==> config.mk <==
export PLATFORM = sky130hd
export DESIGN_NAME = uart_cmd_parser
export DESIGN_NICKNAME = d
export VERILOG_FILES = /design/src/rtl/uart_cmd_pkg.sv /design/src/rtl/uart_tx_arbiter.sv /design/src/rtl/uart_cmd_parser.sv
export SDC_FILE = /design/constraint.sdc
export NUM_CORES = 1
export LEC_CHECK = 0
export ABC_CLOCK_PERIOD_IN_PS = 3000
export BUFFER_PORTS_ARGS = -buffer_cell sky130_fd_sc_hd__buf_2
export CORE_MARGIN = 3
export CORE_UTILIZATION = 47
export CTS_BUF_LIST = sky130_fd_sc_hd__clkbuf_8
export DETAILED_ROUTE_END_ITERATION = 7
export GPL_ROUTABILITY_DRIVEN = 1
export PLACE_DENSITY = 0.67
export SYNTH_ARGS = -nofsm -noshare
export SYNTH_HDL_FRONTEND = slang
export SYNTH_HIERARCHICAL = 1
export SYNTH_SLANG_ARGS = --single-unit
==> constraint.sdc <==
create_clock -name clk -period 3 [get_ports clk]
set_clock_uncertainty 0.1 [all_clocks]
set_input_delay 0.45 -clock clk [delete_from_list [all_inputs] [get_ports clk]]
set_output_delay 0.45 -clock clk [all_outputs]
set_load 0.005 [all_outputs]
==> src/rtl/uart_cmd_pkg.sv <==
// Shared types and constants for the UART command parser.
package uart_cmd_pkg;

  typedef enum logic [3:0] {
    HUNT,
    GET_CMD,
    GET_ADDR,
    GET_DATA,
    GET_CSUM,
    EXEC,
    EXEC_RD,
    SEND_ACK,
    SEND_DATA,
    SEND_NAK
  } state_t;

  localparam logic [7:0] CMD_WRITE     = 8'h01;
  localparam logic [7:0] CMD_READ      = 8'h02;

  localparam logic [7:0] DEF_SYNC_BYTE = 8'hA5;
  localparam logic [7:0] DEF_ACK_BYTE  = 8'h06;
  localparam logic [7:0] DEF_NAK_BYTE  = 8'h15;

  // Expected checksum: writes cover the data byte, every other command does not.
  function automatic logic [7:0] frame_csum(input logic [7:0] cmd,
                                            input logic [7:0] addr,
                                            input logic [7:0] data);
    if (cmd == CMD_WRITE) return cmd ^ addr ^ data;
    else                  return cmd ^ addr;
  endfunction

endpackage

==> src/rtl/uart_tx_arbiter.sv <==
// Gates byte writes into the UART TX buffer on its half-full flag and keeps
// at least one idle cycle between writes so the flag can catch up.
module uart_tx_arbiter (
  input  logic       clk,
  input  logic       i_rst_n,
  input  logic       i_req,
  input  logic [7:0] i_byte,
  output logic       o_ack,
  input  logic       i_uart_tx_buffer_full,
  output logic       o_uart_tx_en,
  output logic [7:0] o_uart_tx_data
);

  logic gap_q;

  // Issue the requested byte when the buffer has room and the last cycle was idle;
  // reset suppresses the write in the very cycle it is asserted.
  always_comb begin
    o_uart_tx_en   = i_rst_n && i_req && !i_uart_tx_buffer_full && !gap_q;
    o_ack          = o_uart_tx_en;
    o_uart_tx_data = o_uart_tx_en ? i_byte : '0;
  end

  // Remember that a write just went out so the next cycle stays idle.
  always_ff @(posedge clk) begin
    if (!i_rst_n) gap_q <= 1'b0;
    else          gap_q <= o_uart_tx_en;
  end

endmodule

==> src/rtl/uart_cmd_parser.sv <==
// Frames SYNC/CMD/ADDR/[DATA]/CSUM commands from the UART RX byte stream,
// drives an 8-bit register bus and answers ACK/NAK (+ read data) via UART TX.
module uart_cmd_parser
  import uart_cmd_pkg::*;
#(
  parameter logic [7:0]  SYNC_BYTE   = DEF_SYNC_BYTE,
  parameter logic [7:0]  ACK_BYTE    = DEF_ACK_BYTE,
  parameter logic [7:0]  NAK_BYTE    = DEF_NAK_BYTE,
  parameter int unsigned TIMEOUT_CYC = 1_000_000
) (
  input  logic       clk,
  input  logic       i_rst_n,
  input  logic [7:0] i_uart_rx_data,
  input  logic       i_uart_rx_data_valid,
  output logic       o_uart_tx_en,
  output logic [7:0] o_uart_tx_data,
  input  logic       i_uart_tx_buffer_full,
  output logic [7:0] o_reg_addr,
  output logic [7:0] o_reg_wr_data,
  output logic       o_reg_wr_en,
  output logic       o_reg_rd_en,
  input  logic [7:0] i_reg_rd_data,
  output logic       o_frame_err
);

  localparam int unsigned      CNT_W   = (TIMEOUT_CYC > 1) ? $clog2(TIMEOUT_CYC) : 1;
  localparam logic [CNT_W-1:0] CNT_MAX = CNT_W'(TIMEOUT_CYC - 1);

  state_t           state_q, state_d;
  logic [7:0]       cmd_q, addr_q, data_q, rd_data_q;
  logic [CNT_W-1:0] cnt_q;
  logic             in_frame, expire, csum_ok, cmd_ok, is_write;
  logic             tx_req, tx_ack, err_d;
  logic [7:0]       tx_byte;

  uart_tx_arbiter u_tx_arb (
    .clk                   (clk),
    .i_rst_n               (i_rst_n),
    .i_req                 (tx_req),
    .i_byte                (tx_byte),
    .o_ack                 (tx_ack),
    .i_uart_tx_buffer_full (i_uart_tx_buffer_full),
    .o_uart_tx_en          (o_uart_tx_en),
    .o_uart_tx_data        (o_uart_tx_data)
  );

  // Frame checks and the inter-byte timeout condition.
  always_comb begin
    in_frame = state_q inside {GET_CMD, GET_ADDR, GET_DATA, GET_CSUM};
    is_write = (cmd_q == CMD_WRITE);
    cmd_ok   = is_write || (cmd_q == CMD_READ);
    csum_ok  = (i_uart_rx_data == frame_csum(cmd_q, addr_q, data_q));
    expire   = in_frame && !i_uart_rx_data_valid && (cnt_q == CNT_MAX);
  end

  // Next-state, register strobes, TX requests and error pulse source.
  always_comb begin
    state_d     = state_q;
    tx_req      = 1'b0;
    tx_byte     = '0;
    o_reg_wr_en = 1'b0;
    o_reg_rd_en = 1'b0;
    err_d       = 1'b0;
    case (state_q)
      HUNT:
        if (i_uart_rx_data_valid && i_uart_rx_data == SYNC_BYTE) state_d = GET_CMD;
      GET_CMD:
        if (i_uart_rx_data_valid) state_d = GET_ADDR;
      GET_ADDR:
        if (i_uart_rx_data_valid) state_d = is_write ? GET_DATA : GET_CSUM;
      GET_DATA:
        if (i_uart_rx_data_valid) state_d = GET_CSUM;
      GET_CSUM:
        if (i_uart_rx_data_valid) begin
          if (csum_ok && cmd_ok) begin
            state_d = EXEC;
          end else begin
            state_d = SEND_NAK;
            err_d   = 1'b1;
          end
        end
      EXEC:
        if (is_write) begin
          o_reg_wr_en = 1'b1;
          state_d     = SEND_ACK;
        end else begin
          o_reg_rd_en = 1'b1;
          state_d     = EXEC_RD;
        end
      EXEC_RD:
        state_d = SEND_ACK;
      SEND_ACK: begin
        tx_req  = 1'b1;
        tx_byte = ACK_BYTE;
        if (tx_ack) state_d = is_write ? HUNT : SEND_DATA;
      end
      SEND_DATA: begin
        tx_req  = 1'b1;
        tx_byte = rd_data_q;
        if (tx_ack) state_d = HUNT;
      end
      SEND_NAK: begin
        tx_req  = 1'b1;
        tx_byte = NAK_BYTE;
        if (tx_ack) state_d = HUNT;
      end
      default:
        state_d = HUNT;
    endcase

    // Partial frame abandoned silently apart from the error pulse.
    if (expire) begin
      state_d = HUNT;
      err_d   = 1'b1;
    end

    // Bytes landing while busy executing or responding are dropped.
    if (i_uart_rx_data_valid && !in_frame && state_q != HUNT) err_d = 1'b1;
  end

  // State register.
  always_ff @(posedge clk) begin
    if (!i_rst_n) state_q <= HUNT;
    else          state_q <= state_d;
  end

  // Field capture, bus outputs, read-data capture, timeout counter and error pulse.
  always_ff @(posedge clk) begin
    if (!i_rst_n) begin
      cmd_q         <= '0;
      addr_q        <= '0;
      data_q        <= '0;
      rd_data_q     <= '0;
      cnt_q         <= '0;
      o_reg_addr    <= '0;
      o_reg_wr_data <= '0;
      o_frame_err   <= 1'b0;
    end else begin
      o_frame_err <= err_d;

      if (!in_frame || i_uart_rx_data_valid || expire) cnt_q <= '0;
      else                                             cnt_q <= cnt_q + CNT_W'(1);

      if (i_uart_rx_data_valid) begin
        if (state_q == GET_CMD)  cmd_q  <= i_uart_rx_data;
        if (state_q == GET_ADDR) addr_q <= i_uart_rx_data;
        if (state_q == GET_DATA) data_q <= i_uart_rx_data;
      end

      // Bus address/data only move for accepted frames so they hold between strobes.
      if (state_q == GET_CSUM && state_d == EXEC) begin
        o_reg_addr <= addr_q;
        if (is_write) o_reg_wr_data <= data_q;
      end

      if (state_q == EXEC_RD) rd_data_q <= i_reg_rd_data;
    end
  end

endmodule

==> results.py <==
metrics = {
    "global_route": {
        "overflow": 0,
        "grt_usage": 0.1953,
        "grt_max_degree": 50,
        "grt_pass1_wl_mm": 14.22,
        "antenna_found_initial": 0,
        "grt_pass1_vias": 2848,
    },
    "route": {
        "wire_per_inst_um": 14.58,
        "drcViolationCount": 0,
        "first_pass_iters": 4,
        "routed_wl_mm": 8.765,
        "vias": 3339,
        "vias_per_cell": 5.556,
        "drtIter0Drc": 187,
        "ant_nets": 0,
    },
    "finish": {
        "syn_to_final_growth_pct": 14.48,
        "regArea_sq_um": 1481,
        "drive_above_1_share": 0.1723,
        "layout_common_cells": "74 x dfxtp_1, 50 x a21oi_1, 49 x nand2_1",
        "finalNetCount": 515,
        "layout_commonest_cell": "dfxtp_1",
        "stdcell_area_sq_um": 4322,
        "multi_input_area_sq_um": 2141,
        "fillers": 720,
        "antenna_cells": 0,
    },
    "power": {
        "power.total_w": 0.002012,
        "irDropWorstVdd_mv": 0.2903,
        "p_leak_nw": 1.533,
        "p_per_area_nw_per_um2": 465.6,
    },
    "sta": {
        "rsz0062_at_grt": "false",
        "fin_crit_ns": 2.659,
        "fmax_mhz": 376.1,
        "worstMarginPinSlew_ns": 0.7449,
        "setup_viol": 0,
        "hold_violations": 0,
        "timing.slew.headroom": 0.5034,
        "setup_tns_ns": 0,
        "final-max-slew-violation-count": 0,
        "post-route-period-util": 0.8864,
        "setup_ws_ns": 0.3409,
    },
    "clock_tree": {
        "cts_hold_buf": 0,
        "cts-root-buf": "clkbuf_8",
        "clock-sinks": 74,
        "cts_buffers": 9,
        "clk_path_buf_depth": 2,
        "cts_tree": "done",
        "cts.clk_slew.worst_paths_ns": 0.09,
        "insertion_delay_ns": 0.35,
        "post_cts_buffers": 0,
        "post_cts_resize_count": 0,
        "htree_levels": 3,
    },
    "critical_path": {
        "arrival_ns": 2.11,
        "critPathKind": "flop to output pin",
        "cp_max_fo": 21,
        "start_kind": "flop",
        "endpoint_kind": "output pin",
        "crit_required_ns": 2.45,
    },
    "placed_design": {
        "place_area_sq_um": 4071,
        "gp_congestion": 0.9306,
        "hpwl_mm": 6.220,
        "port_buffers": 47,
        "preCtsSetupSlack_ns": 0.2877,
    },
    "job": {
        "max_cap_violations": 0,
    },
    "min_path": {
        "hold_path_class": "input port to flop",
    },
    "synth": {
        "ys_seq_area_frac": 0.3924,
        "ys_ff_latch": 74,
        "ys_warn_count": 6,
        "synth_edf_count": 0,
        "synthArstFlopShare": 0,
        "netlist_area_sq_um": 3775,
        "synth_top_area_cell": "dfxtp_1",
        "synth_top_area_share": 0.3924,
        "synth_cells": 457,
        "synth_flop_cell": "dfxtp_1",
        "syn_area_per_cell_sq_um": 8.260,
        "synth_area_leaders": "dfxtp_1 39%, a21oi_1 6.6%, nand2_1 4.9%, nor2_1 4.8%, nand3_1 4.5%",
        "synthesis.nets": 478,
        "ys_types": 58,
    },
    "die": {
        "core_sq_um": 7767,
        "die_y_um": 95.62,
        "die-area_sq_um": 9143,
        "start_util": 0.4860,
        "rows": 32,
        "fp.dieW_um": 95.62,
        "ios": 48,
    },
    "run_status": {
        "status": "finished clean",
    },
}
[critical path, stage by stage, from the launching register on]
cell and delay (ns):
dfxtp_1 0.74, nand3_1 0.22, nand2_1 0.15, and4bb_2 0.38, and2_1 0.16, buf_2 0.10
[power by group]
part           switching, W  internal, W  total (W)
Combinational     0.0000445    0.0000280  0.0000726
Clock              0.000380     0.000578   0.000958
Sequential      0.000000185     0.000981   0.000981
Total              0.000425      0.00159    0.00201
[worst paths after layout]
path,start,end,slack [ns],depth (start not counted)
setup reg to reg,cmd_q[7],o_reg_addr[1],0.39,6
hold reg to reg,u_tx_arb/gap_q,u_tx_arb/gap_q,0.33,1
setup / recovery,state_q[0],o_uart_tx_data[4],0.34,5
hold / removal,i_uart_tx_buffer_full,u_tx_arb/gap_q,0.17,2
[final cells by class]
cell class,instances,share of cell area
multi-input combinational,347,0.4954
sequential,74,0.3428
timing repair buffer,55,0.06833
clock buffer,10,0.03185
tap,102,0.02953
clock inverter,6,0.02606
inverter,7,0.006080
[sequential cells by signal, indices dropped and copies added, names as in the netlist]
register and flops:
addr_q 8, cmd_q 8, o_reg_addr 8, o_frame_err 1, rd_data_q 8, data_q 8
cnt_q 20, state_q 4, o_reg_wr_data 8, u_tx_arb/gap_q 1
[Yosys cell counts (3+ instances only)]
cell type  count
clkbuf_1      21
a31oi_1        4
nor2b_1        4
inv_1          7
nor3_1         7
buf_2          5
nor4bb_1       3
o31ai_1        8
dfxtp_1       74
nor2_1        48
xnor2_1       11
buf_4          3
nand4_1       19
xor2_1        12
nand2_1       49
nand3_1       34
a21oi_1       50
nand2b_1       6
mux2i_1        7
o21ai_0       14
and2_1        12
xnor3_1        4
o21ai_1        3
nor4_1         3
and3_1         8
[metal layers]
| metal | track usage | routed length, um | share of wire | vias up |
|---|---|---|---|---|
| met5 | 0 | 0 | 0 | - |
| met1 | 0.2838 | 4398 | 0.50 | 1541 |
| met4 | 0.05806 | 106 | 0.012 | 0 |
| met3 | 0.05051 | 557 | 0.064 | 10 |
| met2 | 0.2826 | 3703 | 0.42 | 86 |
| li1 | - | - | - | 1702 |
[per-stage QoR]
step / hold slack [ns] / cells / utilization
2_1_floorplan: 0.2889 / 457 / -
3_3_place_gp: 0.2982 / 585 / 0.5242
3_5_place_dp: 0.3137 / 585 / 0.5242
4_1_cts: 0.1514 / 601 / 0.5564
5_1_grt: 0.1608 / 601 / 0.5564
6_report: 0.1678 / 601 / 0.5564
[cell families after synthesis]
family                   count (synthesis)  share of synthesized area
AO/OA/AOI/OAI                           91                     0.1468
AND/OR/NAND/NOR                        219                     0.3086
buffers and inverters                   36                    0.04044
adder cells (fa/ha/maj)                  1                   0.003314
multiplexers                             7                    0.01856
flip-flops                              74                     0.3924
XOR/XNOR                                29                    0.08983
Note: power is estimated with default switching activity, not from simulation.
